**config.mk**
```make
export PLATFORM = sky130hd
export DESIGN_NAME = rom_port_arbiter
export DESIGN_NICKNAME = d
export VERILOG_FILES = /design/src/rtl/rom_port_arbiter.sv
export SDC_FILE = /design/constraint.sdc
export NUM_CORES = 1
export LEC_CHECK = 0
export ABC_AREA = 1
export CORE_ASPECT_RATIO = 1.75
export CORE_UTILIZATION = 45
export CTS_BUF_LIST = sky130_fd_sc_hd__clkbuf_16
export DETAILED_ROUTE_END_ITERATION = 10
export PLACE_DENSITY = 0.87
export SYNTH_ARGS = -nofsm -noshare
export SYNTH_HDL_FRONTEND = slang
export SYNTH_SLANG_ARGS = --single-unit
```
**constraint.sdc**
```tcl
create_clock -name clk -period 2.5 [get_ports clk]
set_input_delay 0.25 -clock clk [delete_from_list [all_inputs] [get_ports clk]]
set_output_delay 0.25 -clock clk [all_outputs]
set_load 0.02 [all_outputs]
```
**src/rtl/rom_port_arbiter.sv**
```systemverilog
// rom_port_arbiter: shares a combinational single-port ROM between fetch (I) and data (D) requesters; define ROM_ARB_RR_EN for round-robin instead of fixed D-over-I priority.
module rom_port_arbiter #(
  parameter int ADDR_W    = 32,
  parameter int ROM_AW    = 11,
  parameter int ROM_DEPTH = 2048
) (
  input  logic              clk,
  input  logic              rst_n,
  input  logic              i_req_valid,
  output logic              i_req_ready,
  input  logic [ADDR_W-1:0] i_req_addr,
  output logic              i_rsp_valid,
  input  logic              i_rsp_ready,
  output logic [31:0]       i_rsp_data,
  output logic              i_rsp_err,
  input  logic              d_req_valid,
  output logic              d_req_ready,
  input  logic [ADDR_W-1:0] d_req_addr,
  output logic              d_rsp_valid,
  input  logic              d_rsp_ready,
  output logic [31:0]       d_rsp_data,
  output logic              d_rsp_err,
  output logic [ROM_AW-1:0] rom_addr,
  input  logic [31:0]       rom_data
);
  localparam logic [ADDR_W-1:0] LIMIT = ADDR_W'(ROM_DEPTH * 4);
  logic        i_elig, d_elig, i_gnt, d_gnt, i_bad, d_bad;
  logic        i_full_q, i_full_d, d_full_q, d_full_d;
  logic        i_err_q, i_err_d, d_err_q, d_err_d;
  logic [31:0] i_data_q, i_data_d, d_data_q, d_data_d;
`ifdef ROM_ARB_RR_EN
  logic        rr_last_q, rr_last_d;
`endif
  always_comb begin
    i_bad = (|i_req_addr[1:0]) || (i_req_addr >= LIMIT);
    d_bad = (|d_req_addr[1:0]) || (d_req_addr >= LIMIT);
    i_elig = i_req_valid && (!i_full_q || i_rsp_ready);
    d_elig = d_req_valid && (!d_full_q || d_rsp_ready);
`ifdef ROM_ARB_RR_EN
    d_gnt = d_elig && (!i_elig || !rr_last_q);
`else
    d_gnt = d_elig;
`endif
    i_gnt = i_elig && !d_gnt;
`ifdef ROM_ARB_RR_EN
    rr_last_d = d_gnt ? 1'b1 : (i_gnt ? 1'b0 : rr_last_q);
`endif
    i_full_d = i_gnt || (i_full_q && !i_rsp_ready);
    d_full_d = d_gnt || (d_full_q && !d_rsp_ready);
    i_err_d = i_gnt ? i_bad : i_err_q;
    d_err_d = d_gnt ? d_bad : d_err_q;
    i_data_d = i_gnt ? (i_bad ? 32'h0 : rom_data) : i_data_q;
    d_data_d = d_gnt ? (d_bad ? 32'h0 : rom_data) : d_data_q;
  end
  assign i_req_ready = i_gnt && rst_n;
  assign d_req_ready = d_gnt && rst_n;
  assign rom_addr    = d_gnt ? d_req_addr[ROM_AW+1:2] : i_req_addr[ROM_AW+1:2];
  assign i_rsp_valid = i_full_q;
  assign i_rsp_data  = i_data_q;
  assign i_rsp_err   = i_err_q;
  assign d_rsp_valid = d_full_q;
  assign d_rsp_data  = d_data_q;
  assign d_rsp_err   = d_err_q;
  always_ff @(posedge clk or negedge rst_n) begin
    if (!rst_n) begin
      i_full_q <= 1'b0;
      d_full_q <= 1'b0;
      i_err_q  <= 1'b0;
      d_err_q  <= 1'b0;
      i_data_q <= 32'h0;
      d_data_q <= 32'h0;
    end else begin
      i_full_q <= i_full_d;
      d_full_q <= d_full_d;
      i_err_q  <= i_err_d;
      d_err_q  <= d_err_d;
      i_data_q <= i_data_d;
      d_data_q <= d_data_d;
    end
  end
`ifdef ROM_ARB_RR_EN
  always_ff @(posedge clk or negedge rst_n) begin
    if (!rst_n) rr_last_q <= 1'b0;
    else rr_last_q <= rr_last_d;
  end
`endif
endmodule

```
After elaboration in Yosys (flattened, before gate mapping)
Index checks and enable logic that the tools add are counted.
{"block": "word_totals", "reg_bits": 68, "inputBits": 102, "out_inout_bits": 81, "wordCells": 31}
{"block": "op_classes", "magnitude_cmp": 2, "mux": 3, "n_reduce_logical": 20}
{"operator": "32-bit by 14-bit greater-or-equal comparator with 1-bit output (second input constant)", "n": 2}
{"operator": "32-bit 2-to-1 mux", "n": 2}
{"operator": "11-bit 2-to-1 mux", "n": 1}
{"operator": "1-bit logical AND", "n": 7}
{"operator": "1-bit logical OR", "n": 6}
{"operator": "1-bit logical NOT", "n": 5}
{"operator": "2-bit OR reduction", "n": 2}

Depth between registers and ports, before layout
{"block": "logic_depth", "ltp_word": 6, "mapped_depth": 8}

Worst setup path before layout
Ideal clock, no wire load.
{"block": "synth_path", "kind": "register to output", "start": "reg d_full_q (netlist: d_rsp_valid)", "end": "out d_req_ready", "arrival_ns": 1.261, "path_slack_ns": 0.989, "stages_incl_launch_ff": 6, "path_buffers": 2, "cell_sequence": "dfrtp_1 -> nand2_1 -> nand2_2 -> buf_4 -> buf_2 -> nor2_1"}
{"block": "synth_via", "elab_chain_cells": 4}
{"element": "start: declaration", "line": "28", "source": "logic i_full_q, i_full_d, d_full_q, d_full_d;"}
{"element": "start signal: assignment", "line": "74", "source": "d_full_q <= d_full_d;"}
{"element": "1-bit logical NOT", "line": "38", "source": "d_elig = d_req_valid && (!d_full_q || d_rsp_ready);"}
{"element": "1-bit logical OR", "line": "38"}
{"element": "1-bit logical AND", "line": "38"}
{"element": "1-bit logical AND", "line": "56", "source": "assign d_req_ready = d_gnt && rst_n;"}
{"element": "end: declaration", "line": "17", "source": "output logic d_req_ready,"}
Every way passes these cells.

Worst setup path after layout
{"block": "layout_path", "start": "in d_rsp_ready", "end": "out i_req_ready"}
{"block": "layout_via", "elab_chain_cells": 5}
{"element": "start: declaration", "line": "20", "source": "input logic d_rsp_ready,"}
{"element": "1-bit logical OR", "line": "38"}
{"element": "1-bit logical AND", "line": "38"}
{"element": "1-bit logical NOT", "line": "44", "source": "i_gnt = i_elig && !d_gnt;"}
{"element": "1-bit logical AND", "line": "44"}
{"element": "1-bit logical AND", "line": "55", "source": "assign i_req_ready = i_gnt && rst_n;"}
{"element": "end: declaration", "line": "10", "source": "output logic i_req_ready,"}
Every way passes these cells.

==> run summary <==
status: finished, final reports clean
worst-margin pin slew: 0.621 ns
Longest Clk Path Bufs: 2
Mapped Avg Cell Area: 8.52 µm²
Multi-input gate area: 0.00164 mm²
Startpoint Class: primary input
H-tree levels: 3
gpl congestion: 0.775
Hold Crit Class: in -> async
Pins Over Slew Limit: 0
Yosys cell types: 20
post-synth top area share: 44.6%
Clk Latency, worst-skew pair: 0.32 ns
leading cell type in the layout, fill and taps excluded: clkdlybuf4s50_1
Yosys Warn Count: 0
DRT iter0 DRCs: 192
CTS Hold Buffers Added: 0
max_slew headroom: 58.6%
post-CTS resize count: 0
post-detailed-route DRC marker count: 0
CTS buffer count: 9
# fillers: 635
final hold slack: 0.0599 ns
Worst Setup End Kind: output pin
total of max-cap violations: 0
row count: 44
clk slew on worst S/H paths: 0.05 ns
I/O pin count: 183
most frequent cells in the layout: 181 x clkdlybuf4s50_1, 84 x nand2_1, 77 x inv_1
Critical Path Fanout Max: 22
synthesis-to-layout area growth: 54.4%
vias per std cell: 4.95
ant diodes: 0
GRT Total Usage: 25.3%
CORE AREA: 0.00826 mm²
Max stage delay on crit path: 0.62 ns
storage element area: 0.00170 mm²
wire length per cell: 15.1 µm
critical path cell sequence: clkdlybuf4s50_1, inv_1, nand2_1, nand2_2, buf_12, nand2_1, nor2_1, clkdlybuf4s50_1
Final period util: 88.2%
Mapped Nets: 550
setup bufs post-CTS: 0
vias in the first global route: 3558
worst setup margin: 0.295 ns
setup clock skew after layout: 0.00510 ns
achievable clock frequency: 454 MHz
power per cell area: 449 mW/mm²
Clock Sinks: 68
Die ar.: 0.00886 mm²
chip height: 124 µm
RSZ-0062 raised after global routing: no
final setup fails: 0
hpwl dp: 8060 µm
input/output buffers: 182
WP data arrival: 1.95 ns
Seq/Total Area, Yosys: 44.6%
Hold Vio Cnt, Final: 0
Peak VDD IR: 395 µV
first drt pass iteration count: 4
Synth area leader: dfrtp_1
global-route wire length before repair: 17100 µm
Synth area leaders: dfrtp_1 45%, o21bai_2 17%, nand2_1 8.3%
via count: 3556
Setup WS pre-CTS: 0.290 ns
nets@finish: 724
Lkg Pwr: 2.70 nW
layout cell share with drive strength beyond 1: 14.0%
pin count of the biggest net entering global routing: 65
worst endpoint required time: 2.25 ns
post-route minimum period: 2.20 ns
Initial Util: 46.2%
ANT nets after route: 0
CTS tree: built
Cell Area, Synth: 0.00381 mm²
Clk Tree Root Cell: clkbuf_16
cells after synthesis: 448
Total Wirelength: 10800 µm
GR Overflow Total: 0
initial antenna violation count: 0
setup TNS: 0 ns
synthesized flop and latch total: 68
kind of critical path: in -> out
die width: 71.6 µm
slowest stage cell, crit path: clkdlybuf4s50_1
[final cells by class]
cell class | count | area share (%)
clock buffer | 9 | 3.82
timing repair buffer | 192 | 32.3
tap | 92 | 1.95
inverter | 74 | 4.72
multi-input combinational | 277 | 27.8
clock inverter | 7 | 0.489
sequential | 68 | 28.9
[metrics by stage]
step | cells | area (µm²) | total power [W] | utilization (%)
5_1_grt | 719 | 5890 | 0.00277 | 71.3
3_3_place_gp | 703 | 5640 | 0.00157 | 68.2
2_1_floorplan | 448 | 3810 | 0.00132 | -
4_1_cts | 719 | 5890 | 0.00267 | 71.3
6_report | 719 | 5890 | 0.00265 | 71.3
3_5_place_dp | 703 | 5640 | 0.00159 | 68.2
[cell families after synthesis]
logic type | synth area share (%)
AOI/OAI and AO/OA | 23.5
DFF | 44.6
buffers and inverters | 12.7
and+or+nand+nor | 19.3
[worst paths after layout]
kind | cells past startpoint | slack [ns] | to | from
max | 8 | 0.30 | i_req_ready | d_rsp_ready
min | 2 | 0.06 | d_rsp_data[2] | rst_n
max in group asynchronous | 3 | 1.60 | d_rsp_data[22] | rst_n
min in group clk | 2 | 0.51 | d_rsp_err | d_rsp_err
min reg2reg | 2 | 0.51 | d_rsp_err | d_rsp_err
max reg2reg | 6 | 0.76 | d_rsp_data[6] | d_rsp_valid
[routing by layer]
metal,wire (µm),GRT usage (%),vias up
met5,0,0,-
met4,446,12.9,0
met3,456,5.66,30
met2,5960,45.6,123
met1,3970,27.6,1666
li1,-,-,1737
[power breakdown]
group	switching, W	leakage [nW]	internal (W)	total (W)
Clock	0.000431	0.142	0.000648	0.00108
Combinational	0.000223	1.62	0.000226	0.000449
Sequential	0.00000690	0.940	0.00111	0.00112
Total	0.000662	2.70	0.00198	0.00265
[synthesized netlist by cell type, drive strengths merged]
library cell and number:
nor2 58, inv 74, o21ai 1, clkbuf 2, nand2 85, or2 2
nand3 34, a21oi 33, o21bai 64, dfrtp 68, buf 27
[state kept, by name (all words and copies together) (netlist names)]
name         flops
d_rsp_data      32
d_rsp_err        1
d_rsp_valid      1
i_rsp_data      32
i_rsp_err        1
i_rsp_valid      1
[critical path: cells and delay by family]
| kind | cells | cell delay (ns) |
|---|---|---|
| buf+inv | 4 | 1.25 |
| simple gates | 4 | 0.45 |
Note: power is estimated with default switching activity, not from simulation.
